### src/rtl/alu_pkg.sv
// Shared ALU types and helpers for the shift sequencer.
// Holds the FSM state type, the direction codes and the amount clamp.
package alu_pkg;

  typedef enum logic [1:0] {
    IDLE,
    SHIFT,
    DONE
  } shift_state_t;

  localparam logic DIR_RIGHT = 1'b1;
  localparam logic DIR_LEFT  = 1'b0;

  function automatic int unsigned clamp_amt(
    input int unsigned amt,
    input int unsigned n
  );
    return (amt > n) ? n : amt;
  endfunction

endpackage

### src/rtl/shift_step.sv
// One-bit shift step: moves data one place in either direction.
// Returns the shifted word and the bit that fell off the end.
module shift_step
  import alu_pkg::*;
#(
  parameter int N = 32
) (
  input  logic [N-1:0] data,
  input  logic         dir,
  input  logic         fill,
  output logic [N-1:0] nxt,
  output logic         bit_out
);

  // single shift; fill only enters from the top on right shifts
  always_comb begin
    nxt     = data;
    bit_out = 1'b0;
    if (dir == DIR_RIGHT) begin
      nxt     = {fill, data[N-1:1]};
      bit_out = data[0];
    end else begin
      nxt     = {data[N-2:0], 1'b0};
      bit_out = data[N-1];
    end
  end

endmodule

### src/rtl/shift_seq.sv
// Multi-cycle shift sequencer: one 1-bit shift per clock, valid/ready on both sides.
// Optional macro SHIFT_SEQ_ARITH_EN adds in_arith for sign-filling right shifts.
module shift_seq
  import alu_pkg::*;
#(
  parameter int N  = 32,
  parameter int AW = $clog2(N) + 1
) (
  input  logic          clk,
  input  logic          rst,
  input  logic          in_valid,
  output logic          in_ready,
  input  logic [N-1:0]  in_data,
  input  logic          in_dir,
  input  logic [AW-1:0] in_amt,
`ifdef SHIFT_SEQ_ARITH_EN
  input  logic          in_arith,
`endif
  output logic          out_valid,
  input  logic          out_ready,
  output logic [N-1:0]  out_data,
  output logic          out_carry,
  output logic          out_zero,
  output logic          busy
);

  shift_state_t  state_q;
  shift_state_t  state_d;
  logic [N-1:0]  data_q;
  logic [AW-1:0] cnt_q;
  logic          carry_q;
  logic          dir_q;
  logic          fill;
  logic          accept;
  logic [AW-1:0] amt_c;
  logic [N-1:0]  step_data;
  logic          step_bit;

  assign accept = in_valid & in_ready;
  assign amt_c  = AW'(clamp_amt(32'(in_amt), N));

`ifdef SHIFT_SEQ_ARITH_EN
  logic arith_q;
  assign fill = arith_q & data_q[N-1];
`else
  assign fill = 1'b0;
`endif

  shift_step #(.N(N)) u_step (
    .data    (data_q),
    .dir     (dir_q),
    .fill    (fill),
    .nxt     (step_data),
    .bit_out (step_bit)
  );

  // state register
  always_ff @(posedge clk) begin
    if (rst) state_q <= IDLE;
    else     state_q <= state_d;
  end

  // next-state: zero amount skips straight to DONE
  always_comb begin
    state_d = state_q;
    unique case (state_q)
      IDLE:  if (accept) state_d = (amt_c != '0) ? SHIFT : DONE;
      SHIFT: if (cnt_q == AW'(1)) state_d = DONE;
      DONE:  if (out_ready) state_d = IDLE;
      default: state_d = IDLE;
    endcase
  end

  // datapath: latch request on accept, then shift and count down
  always_ff @(posedge clk) begin
    if (rst) begin
      data_q  <= '0;
      cnt_q   <= '0;
      carry_q <= 1'b0;
      dir_q   <= DIR_LEFT;
    end else if (accept) begin
      data_q  <= in_data;
      cnt_q   <= amt_c;
      carry_q <= 1'b0;
      dir_q   <= in_dir;
    end else if (state_q == SHIFT) begin
      data_q  <= step_data;
      carry_q <= step_bit;
      cnt_q   <= cnt_q - AW'(1);
    end
  end

`ifdef SHIFT_SEQ_ARITH_EN
  // arithmetic mode travels with the request
  always_ff @(posedge clk) begin
    if (rst)         arith_q <= 1'b0;
    else if (accept) arith_q <= in_arith;
  end
`endif

  assign in_ready  = (state_q == IDLE);
  assign out_valid = (state_q == DONE);
  assign busy      = (state_q != IDLE);
  assign out_data  = data_q;
  assign out_carry = carry_q;
  assign out_zero  = (data_q == '0);

endmodule

### config.mk
export PLATFORM = sky130hd
export DESIGN_NAME = shift_seq
export DESIGN_NICKNAME = d
export VERILOG_FILES = /design/src/rtl/alu_pkg.sv /design/src/rtl/shift_step.sv /design/src/rtl/shift_seq.sv
export SDC_FILE = /design/constraint.sdc
export NUM_CORES = 1
export LEC_CHECK = 0
export CORE_UTILIZATION = 46
export DETAILED_ROUTE_END_ITERATION = 16
export PLACE_DENSITY = 0.81
export SLEW_MARGIN = 20
export SYNTH_ARGS = -nofsm -noshare
export SYNTH_HDL_FRONTEND = slang
export SYNTH_SLANG_ARGS = --single-unit
### constraint.sdc
create_clock -name clk -period 1.6 [get_ports clk]
set_input_delay 0.24 -clock clk [delete_from_list [all_inputs] [get_ports clk]]
set_output_delay 0.24 -clock clk [all_outputs]
set_load 0.02 [all_outputs]
==> results of run 1 <==
==> state kept, by name, indices dropped and copies added, names as in the netlist <==
register / cells
out_data: 32
cnt_q: 6
state_q: 2
dir_q: 1
out_carry: 1
==> synthesized netlist by cell type (all sizes together) <==
cell type | n | area, µm²
a22oi | 1 | 7.510
a221oi | 1 | 8.760
inv | 6 | 22.52
o211ai | 29 | 217.7
or3 | 1 | 6.260
and2 | 1 | 6.260
nor2 | 10 | 40.04
a211o | 1 | 8.760
nor3b | 1 | 7.510
o21bai | 1 | 7.510
nand3 | 1 | 5.000
dfxtp | 42 | 840.8
nand2b | 1 | 6.260
a21oi | 38 | 190.2
a211oi | 1 | 12.51
ha | 2 | 25.02
nand4 | 2 | 12.51
buf | 19 | 110.1
or2 | 2 | 12.52
a32oi | 1 | 8.760
nor4 | 9 | 62.56
nand2 | 67 | 251.5
a311oi | 1 | 8.760
nor2b | 3 | 18.77
nor3 | 4 | 20.02
xor2 | 1 | 8.760
a2bb2oi | 1 | 8.760
or3b | 1 | 11.26
clkbuf | 6 | 22.52
o21ai | 4 | 20.02
a31oi | 2 | 12.51
nor4b | 1 | 8.760
xnor2 | 1 | 8.760
mux2i | 31 | 310.3
a2111oi | 2 | 18.77
==> area by class of cell <==
cell class	instances	area share, %
well taps	67	2.276
clock buffers	6	2.242
inverters	6	0.6114
flip-flops and latches	42	22.93
multi-input cells	222	38.38
repair buffers	128	33.22
clock inverters	2	0.3397
==> logic make-up after synthesis <==
kind of cell,after synthesis,share of synthesized area [%]
xor gates and xnor gates,2,0.7460
and+or+nand+nor,104,19.98
buffers and inverters,31,6.606
adders and majority gates,2,1.065
DFF,42,35.80
muxes,31,13.21
AOI/OAI and AO/OA,83,22.59
==> stage by stage <==
stage,setup TNS (ns),power (mW),utilization (%)
after global routing,-0.1495,3.492,76.47
final,-0.02461,3.303,76.47
after CTS,-0.1968,3.269,74.81
after global placement,-3.273,2.578,73.27
after detailed placement,-4.423,2.620,73.27
after floorplan,0,1.985,-
==> worst max-delay path: stages (launching register included) <==
cell and delay, ns:
dfxtp_1 0.34, nor4_2 0.29, nand4_1 0.16, nor2_1 0.14
buf_4 0.16
==> worst min path at each step <==
stage / start / end / slack [ns] / cells past startpoint
floorplan: in_dir / dir_q$_SDFFE_PP0P_ / 0.38 / 2
global placement: cnt_q[4]$_SDFFE_PP0P_ / cnt_q[4]$_SDFFE_PP0P_ / 0.48 / 2
detailed placement: out_carry$_SDFFE_PP0P_ / out_carry$_SDFFE_PP0P_ / 0.51 / 2
CTS: in_dir / dir_q$_SDFFE_PP0P_ / 0.48 / 3
global route: in_data[4] / out_data[4]$_SDFFE_PP0P_ / 0.50 / 3
finish: in_dir / dir_q$_SDFFE_PP0P_ / 0.49 / 3
==> power by group through the flow <==
| stage | Clock, mW | Sequential [mW] | Combinational, mW |
|---|---|---|---|
| 2_1_floorplan | 0 | 1.41 | 0.573 |
| 3_3_place_gp | 0 | 1.26 | 1.32 |
| 3_5_place_dp | 0 | 1.27 | 1.35 |
| 4_1_cts | 0.706 | 1.25 | 1.32 |
| 5_1_grt | 0.765 | 1.28 | 1.45 |
| 6_report | 0.704 | 1.27 | 1.33 |
==> what timing repair did <==
item                                    in CTS  in global routing
endpoints found under the setup margin      22                 16
setup buffers                                0                  0
cloned                                       0                  0
pin swaps                                    0                  5
resized for setup                           27                 24
==> layer usage <==
layer  global-route usage, %  vias up  part of all wire, %
li1                        -     1276                    -
met1                   35.00     1214                   45
met2                   44.24       95                   49
met3                   3.155        6                  5.6
met4                   6.410        0                 0.83
met5                       0        -                    0
==> flow_metrics.env, run 1 <==
export IMPL_status="finished, violations left"
export IMPL_failed_checks="negative setup slack"
export IMPL_switchingPower_mw=1.126
export IMPL_cp_start_kind="register"
export IMPL_place_hpwl_mm=4.818
export IMPL_setup_viol=1
export IMPL_drt_iter0_drc=205
export IMPL_powerDensity_nw_per_um2=896.7
export IMPL_die_area_um2=5395
export IMPL_cts_num_sinks=42
export IMPL_post_route_period_util_pct=101.5
export IMPL_arrival_ns=1.38
export IMPL_final_seq_area_um2=844.6
export IMPL_fin_crit_ns=1.625
export IMPL_hold_viol=0
export IMPL_coreArea_um2=4817
export IMPL_cts_hold_buf=0
export IMPL_ff2ff_path_depth=6
export IMPL_placed_cell_area_um2=3530
export IMPL_cts_max_level=2
export IMPL_ys_seq_area_share_pct=35.80
export IMPL_final_cells=473
export IMPL_relSlewSlack_pct=79.35
export IMPL_final_nets=450
export IMPL_die_w_um=73.45
export IMPL_wl_per_cell_um=14.70
export IMPL_end_kind="output port"
export IMPL_crit_type="register to output port"
export IMPL_num_fill_cells=364
export IMPL_synth_nets=340
export IMPL_yosysUniqueCellTypes=41
export IMPL_die_y_um=73.45
export IMPL_grt_ovfl_total=0
export IMPL_worstReg2RegEnd="out_data[17]$_SDFFE_PP0P_"
export IMPL_rsz0062_at_grt="true"
export IMPL_pwr_share_clk_pct=21.3
export IMPL_layout_common_cells="67 x nand2_1, 44 x buf_4, 43 x clkdlybuf4s50_1, 39 x dfxtp_1, 38 x a21oi_1"
export IMPL_setup_slack_ns=-0.02461
export IMPL_min_path_type="input port to register"
export IMPL_place_ws_ns=-0.2291
export IMPL_postSynthAreaPerCell_um2=7.961
export IMPL_initial_core_util_pct=48.75
export IMPL_clk_pin_slew_ns=0.08
export IMPL_peakVddDrop_v=0.0006453
export IMPL_grt_antenna_before_repair=0
export IMPL_gp_congestion=0.8867
export IMPL_cts_buffers=5
export IMPL_skew_ns=0.004384
export IMPL_ant_nets=0
export IMPL_crit_fanout=2
export IMPL_switching_share_pct=34.09
export IMPL_internal_power_mw=2.177
export IMPL_dp_cells=465
export IMPL_cts_tree="yes"
export IMPL_netlist_area_um2=2349
export IMPL_first_pass_iters=4
export IMPL_route_detailed_drc=0
export IMPL_vias_per_cell=5.478
export IMPL_yosysWarnings=0
export IMPL_wl_mm=6.954
export IMPL_grtUsageTotal_pct=26.03
export IMPL_ios=80
export IMPL_rows=25
export IMPL_required_ns=1.36
export IMPL_cts_buffer_depth=2
export IMPL_seqPwrFrac_pct=38.4
export IMPL_vias=2591
export IMPL_grt_pass1_wl_mm=11.03
export IMPL_tightest_slew_ns=0.3020
export IMPL_ff2ff_setup_slack_ns=0.07
export IMPL_drive_above_1_share_pct=17.73
export IMPL_startpoint="out_data[3]$_SDFFE_PP0P_"
export IMPL_port_buffers=79
export IMPL_cap_violations=0
export IMPL_ys_seq_elements=42
export IMPL_p_leak_nw=1.637
export IMPL_worst_hold_slack_ns=0.4850
export IMPL_combPwrFrac_pct=40.3
export IMPL_final_common_cell="nand2_1"
export IMPL_fmax_mhz=615.5
export IMPL_syn2layout_area_growth_pct=56.85
export IMPL_design_area_um2=3684
export IMPL_grt_pass1_vias=2403
export IMPL_grt_max_degree=43
export IMPL_timing_rr_start="state_q[0]$_SDFFE_PP0P_"
export IMPL_clock_latency_ns=0.29
export IMPL_syn_instance_count=295
export IMPL_cts_root_buf="clkbuf_8"
export IMPL_drv_slew=0
export IMPL_multi_input_area_um2=1414
export IMPL_antenna_cells=0
export IMPL_endpoint="out_zero"
No activity file was read; power rests on OpenSTA's default activity.
==> inputs of run 2 (changes only) <==
Settings changed: GPL_ROUTABILITY_DRIVEN from default to 0.
==> run 2 against run 1 <==
The flow still finishes with violations (negative setup slack). Cell area increased by 0.78%. Worst hold slack improved by 0.0041 ns. Non-clock buffer count increased by 1. Sequential share of layout area decreased by 0.077 points. Global-route usage increased by 1.4 points. Clock-buffer cell count unchanged. Utilization increased by 0.60 points. Sequential cell count unchanged. Sequential power about the same. Via count increased by 3.3%. Routed wire length increased by 6.0%. Combinational power increased by 3%. Largest power group unchanged.
==> flow_metrics.env, run 2 (synthesis gave the netlist of run 1 again) <==
export IMPL_post_cts_buffers=0
export IMPL_finalPower_mw=3.285
export IMPL_rows=25
export IMPL_cp_slowest_cell="dfxtp_1"
export IMPL_final_common_cell="nand2_1"
export IMPL_timing_rr_start="state_q[0]$_SDFFE_PP0P_"
export IMPL_cts_num_sinks=42
export IMPL_cts_buffer_depth=2
export IMPL_startpoint="out_data[12]$_SDFFE_PP0P_"
export IMPL_fin_crit_ns=1.652
export IMPL_cts_root_buf="clkbuf_8"
export IMPL_coreArea_um2=4817
export IMPL_dp_cells=465
export IMPL_cts_hold_buf=0
export IMPL_clk_pin_slew_ns=0.07
export IMPL_crit_type="register to output port"
export IMPL_grt_antenna_before_repair=0
export IMPL_cp_start_kind="register"
export IMPL_min_path_type="input port to register"
export IMPL_setup_slack_ns=-0.05154
export IMPL_setup_tns_ns=-0.05154
export IMPL_cts_max_level=2
export IMPL_crit_chain="nor4_4 -> nand4_1 -> nor2_1 -> buf_4"
export IMPL_pwr_share_clk_pct=19.9
export IMPL_layout_common_cells="67 x nand2_1, 44 x buf_4, 43 x clkdlybuf4s50_1, 38 x a21oi_1, 38 x dfxtp_1"
export IMPL_crit_fanout=2
export IMPL_end_kind="output port"
export IMPL_ff2ff_setup_slack_ns=0.05
export IMPL_status="finished, violations left"
export IMPL_drv_slew=0
export IMPL_route_detailed_drc=0
export IMPL_arrival_ns=1.41
export IMPL_cts_buffers=5
export IMPL_die_area_um2=5395
export IMPL_vias_per_cell=5.669
export IMPL_endpoint="out_zero"
export IMPL_initial_core_util_pct=48.75
export IMPL_antenna_cells=0
export IMPL_relSlewSlack_pct=79.72
export IMPL_grt_pass1_wl_mm=11.56
export IMPL_syn2layout_area_growth_pct=58.07
export IMPL_ios=80
export IMPL_switchingPower_mw=1.107
export IMPL_worst_hold_slack_ns=0.4891
export IMPL_first_pass_iters=4
export IMPL_internal_power_mw=2.178
export IMPL_tightest_slew_ns=0.2966
export IMPL_failed_checks="negative setup slack"
export IMPL_grt_max_degree=43
export IMPL_die_w_um=73.45
export IMPL_drive_above_1_share_pct=17.78
export IMPL_skew_ns=0.005402
export IMPL_grt_pass1_vias=2524
export IMPL_seqPwrFrac_pct=38.5
export IMPL_cp_depth=4
export IMPL_design_area_um2=3712
export IMPL_wl_mm=7.369
export IMPL_post_route_period_util_pct=103.2
export IMPL_hold_viol=0
export IMPL_required_ns=1.36
export IMPL_p_leak_nw=1.713
export IMPL_cts_tree="yes"
export IMPL_rsz0062_at_grt="true"
export IMPL_ff2ff_path_depth=6
export IMPL_setup_viol=1
export IMPL_crit_family="simple AND/OR/NAND/NOR gates"
export IMPL_worstReg2RegEnd="out_data[17]$_SDFFE_PP0P_"
export IMPL_placed_cell_area_um2=3530
export IMPL_combPwrFrac_pct=41.6
export IMPL_final_cells=472
export IMPL_final_nets=451
export IMPL_grtUsageTotal_pct=27.40
export IMPL_fmax_mhz=605.5
export IMPL_critical_path_n_buffers_inverters=1
export IMPL_die_y_um=73.45
export IMPL_wl_per_cell_um=15.61
export IMPL_port_buffers=79
export IMPL_slowest_delay_ns=0.35
export IMPL_powerDensity_nw_per_um2=884.8
export IMPL_drt_iter0_drc=178
export IMPL_largest_register_ffs=32
export IMPL_ant_nets=0
export IMPL_clock_latency_ns=0.29
export IMPL_place_hpwl_mm=4.934
export IMPL_switching_share_pct=33.70
export IMPL_vias=2676
export IMPL_peakVddDrop_v=0.0005900
export IMPL_grt_ovfl_total=0
export IMPL_cap_violations=0
run 2: cell type report:
class | count | area (µm²)
multi-input cells | 222 | 1400
clock buffers | 6 | 82.58
fillers | 372 | 1105
flip-flops and latches | 42 | 848.3
repair buffers | 129 | 1275
well taps | 67 | 83.83
inverters | 6 | 22.52
run 2: metrics by stage:
step	util, %	setup WS, ns
after global routing	77.06	-0.1101
after CTS	74.88	-0.02367
final	77.06	-0.05154
after detailed placement	73.27	-0.2535
after global placement	73.27	-0.2041
after floorplan	-	0.1100
run 2: what timing repair did:
action	in CTS	in global routing
gates cloned	0	1
pin swaps	1	4
resized for setup	25	28
setup endpoints to repair	16	26
endpoints found under the hold margin	0	0
run 2: how the worst min path moves through the flow:
stage | from | end | cells after the start | slack, ns
after floorplan | in_dir | dir_q$_SDFFE_PP0P_ | 2 | 0.38
after global placement | cnt_q[4]$_SDFFE_PP0P_ | cnt_q[4]$_SDFFE_PP0P_ | 2 | 0.48
after detailed placement | out_carry$_SDFFE_PP0P_ | out_carry$_SDFFE_PP0P_ | 2 | 0.52
after CTS | in_dir | dir_q$_SDFFE_PP0P_ | 3 | 0.48
after global routing | in_data[13] | out_data[13]$_SDFFE_PP0P_ | 3 | 0.50
final | in_dir | dir_q$_SDFFE_PP0P_ | 3 | 0.49
run 2: power by group through the flow:
stage | registers (mW) | logic, mW | clock network (mW)
after detailed placement | 1.27 | 1.35 | 0
final | 1.27 | 1.37 | 0.653
after global placement | 1.26 | 1.32 | 0
after CTS | 1.25 | 1.33 | 0.665
after floorplan | 1.41 | 0.573 | 0
after global routing | 1.28 | 1.48 | 0.714
run 2: worst min-delay path, cell delays in order:
cell	delay, ns
clkdlybuf4s50_1	0.39
nand2_1	0.05
a21oi_1	0.05
run 2: metal layers:
layer	vias up	global-route usage, %	wire, µm
met5	-	0	0
met4	0	7.051	137
met3	16	5.761	483
met2	121	48.42	3727
met1	1258	33.67	3020
li1	1281	-	-
==> inputs of run 3 (changes only) <==
Settings changed: CORE_MARGIN from default to 4, CORE_UTILIZATION 46 to 49, PLACE_DENSITY 0.81 to 0.85.
Clock period 1.6 ns to 2.13 ns, I/O delays scaled along.
==> run 3 against run 2 <==
Via count down 9.3%. Utilization down 3.0 points. Clock-buffer cell count up 1. Critical endpoint is now in_ready. Clock power down 6.0%. The flow now finishes without violations.
==> flow_metrics.env, run 3 (synthesis gave the netlist of run 1 again) <==
export IMPL_vias_per_cell=5.735
export IMPL_layout_common_cells="78 x clkdlybuf4s50_1, 67 x nand2_1, 41 x dfxtp_1, 38 x a21oi_1, 31 x mux2i_1"
export IMPL_min_path_type="register to register"
export IMPL_finalPower_mw=2.457
export IMPL_cts_tree="yes"
export IMPL_antenna_cells=0
export IMPL_design_area_um2=3334
export IMPL_cts_max_level=2
export IMPL_cts_buffer_depth=2
export IMPL_gr_usage_met2_pct=35.66
export IMPL_vias=2426
export IMPL_grt_use_met1_pct=26.78
export IMPL_crit_chain="or2_1 -> inv_1 -> clkdlybuf4s50_1"
export IMPL_cts_num_sinks=42
export IMPL_p_leak_nw=1.176
export IMPL_arrival_ns=1.66
export IMPL_setup_viol=0
export IMPL_cap_violations=0
export IMPL_grtUsageTotal_pct=21.31
export IMPL_largest_register_ffs=32
export IMPL_port_buffers=79
export IMPL_final_cells=423
export IMPL_grt_ovfl_total=0
export IMPL_cp_slowest_cell="clkdlybuf4s50_1"
export IMPL_initial_core_util_pct=52.14
export IMPL_drt_iter0_drc=206
export IMPL_end_kind="output port"
export IMPL_placed_cell_area_um2=3223
export IMPL_first_pass_iters=4
export IMPL_hold_viol=0
export IMPL_drv_slew=0
export IMPL_num_fill_cells=363
export IMPL_die_y_um=77.23
export IMPL_place_hpwl_mm=4.619
export IMPL_clock_latency_ns=0.29
export IMPL_relSlewSlack_pct=58.92
export IMPL_grt_pass1_wl_mm=10.58
export IMPL_tightest_slew_ns=0.6162
export IMPL_final_nets=415
export IMPL_ios=80
export IMPL_fmax_mhz=504.0
export IMPL_dp_cells=415
export IMPL_wl_mm=6.543
export IMPL_grtUsageMet3_pct=5.855
export IMPL_skew_ns=0.006147
export IMPL_grt_max_degree=43
export IMPL_status="complete, no violations"
export IMPL_top_usage_layer="met2"
export IMPL_final_util_pct=74.03
export IMPL_cts_root_buf="clkbuf_8"
export IMPL_cp_start_kind="register"
export IMPL_grt_antenna_before_repair=0
export IMPL_coreArea_um2=4504
export IMPL_required_ns=1.81
export IMPL_cts_buffers=5
export IMPL_crit_fanout=11
export IMPL_wl_per_cell_um=15.47
export IMPL_grt_pass1_vias=2269
export IMPL_die_w_um=77.23
export IMPL_post_cts_buffers=0
export IMPL_peakVddDrop_v=0.0004806
export IMPL_setup_tns_ns=0
export IMPL_route_detailed_drc=0
export IMPL_slowest_delay_ns=0.60
export IMPL_clk_pin_slew_ns=0.07
export IMPL_die_area_um2=5964
export IMPL_fin_crit_ns=1.984
export IMPL_rows=24
export IMPL_rsz0062_at_grt="false"
export IMPL_syn2layout_area_growth_pct=41.98
export IMPL_powerDensity_nw_per_um2=736.8
export IMPL_ant_nets=0
export IMPL_drive_above_1_share_pct=7.547
export IMPL_crit_type="register to output port"
export IMPL_final_common_cell="clkdlybuf4s50_1"
export IMPL_post_route_period_util_pct=93.16
[run 3: per-layer routing]
| layer | vias to the layer above | share of wire (%) |
|---|---|---|
| li1 | 1203 | - |
| met1 | 1142 | 43 |
| met2 | 77 | 50 |
| met3 | 4 | 6.4 |
| met4 | 0 | 0.63 |
| met5 | - | 0 |
[run 3: final timing paths]
check	startpoint	to	slack [ns]	cells past startpoint
max reg2reg	state_q[0]$_SDFFE_PP0P_	out_data[25]$_SDFFE_PP0P_	0.43	5
min	cnt_q[4]$_SDFFE_PP0P_	cnt_q[4]$_SDFFE_PP0P_	0.51	2
max	state_q[0]$_SDFFE_PP0P_	in_ready	0.15	3
min reg2reg	cnt_q[4]$_SDFFE_PP0P_	cnt_q[4]$_SDFFE_PP0P_	0.51	2
[run 3: metrics by stage]
step           setup slack, ns  hold WS, ns
6_report                0.1458       0.5058
5_1_grt                0.04854       0.5453
4_1_cts                 0.1504       0.4973
3_5_place_dp            0.2084       0.4844
3_3_place_gp            0.2227       0.4779
2_1_floorplan           0.6400       0.4555
[run 3: critical path: cells and delay by family, from the launching register on]
family        cells  cell delay, ns
buf+inv           2            0.67
flops             1            0.42
simple gates      1            0.28
[run 3: area by class of cell]
cell class                 instances  area (µm²)  area share, %
clock buffer                       7       76.32          2.289
inverter                           6       22.52         0.6754
timing repair buffer              93       932.1          27.95
multi-input combinational        222        1366          40.98
clock inverter                     1       30.03         0.9006
sequential                        42       842.1          25.25
tap                               52       65.06          1.951
[run 3: timing repair]
| action | 4_1_cts | 5_1_grt |
|---|---|---|
| endpoints found under the setup margin | 1 | 0 |
| hold buffers | 0 | 0 |
| gates resized for setup | 2 | 0 |
| endpoints found under the hold margin | 0 | 0 |
[run 3: power breakdown]
group	switching, mW	internal [mW]	leakage [nW]
Clock	0.263	0.351	0.0524
Sequential	0.128	0.875	0.347
Combinational	0.412	0.428	0.777
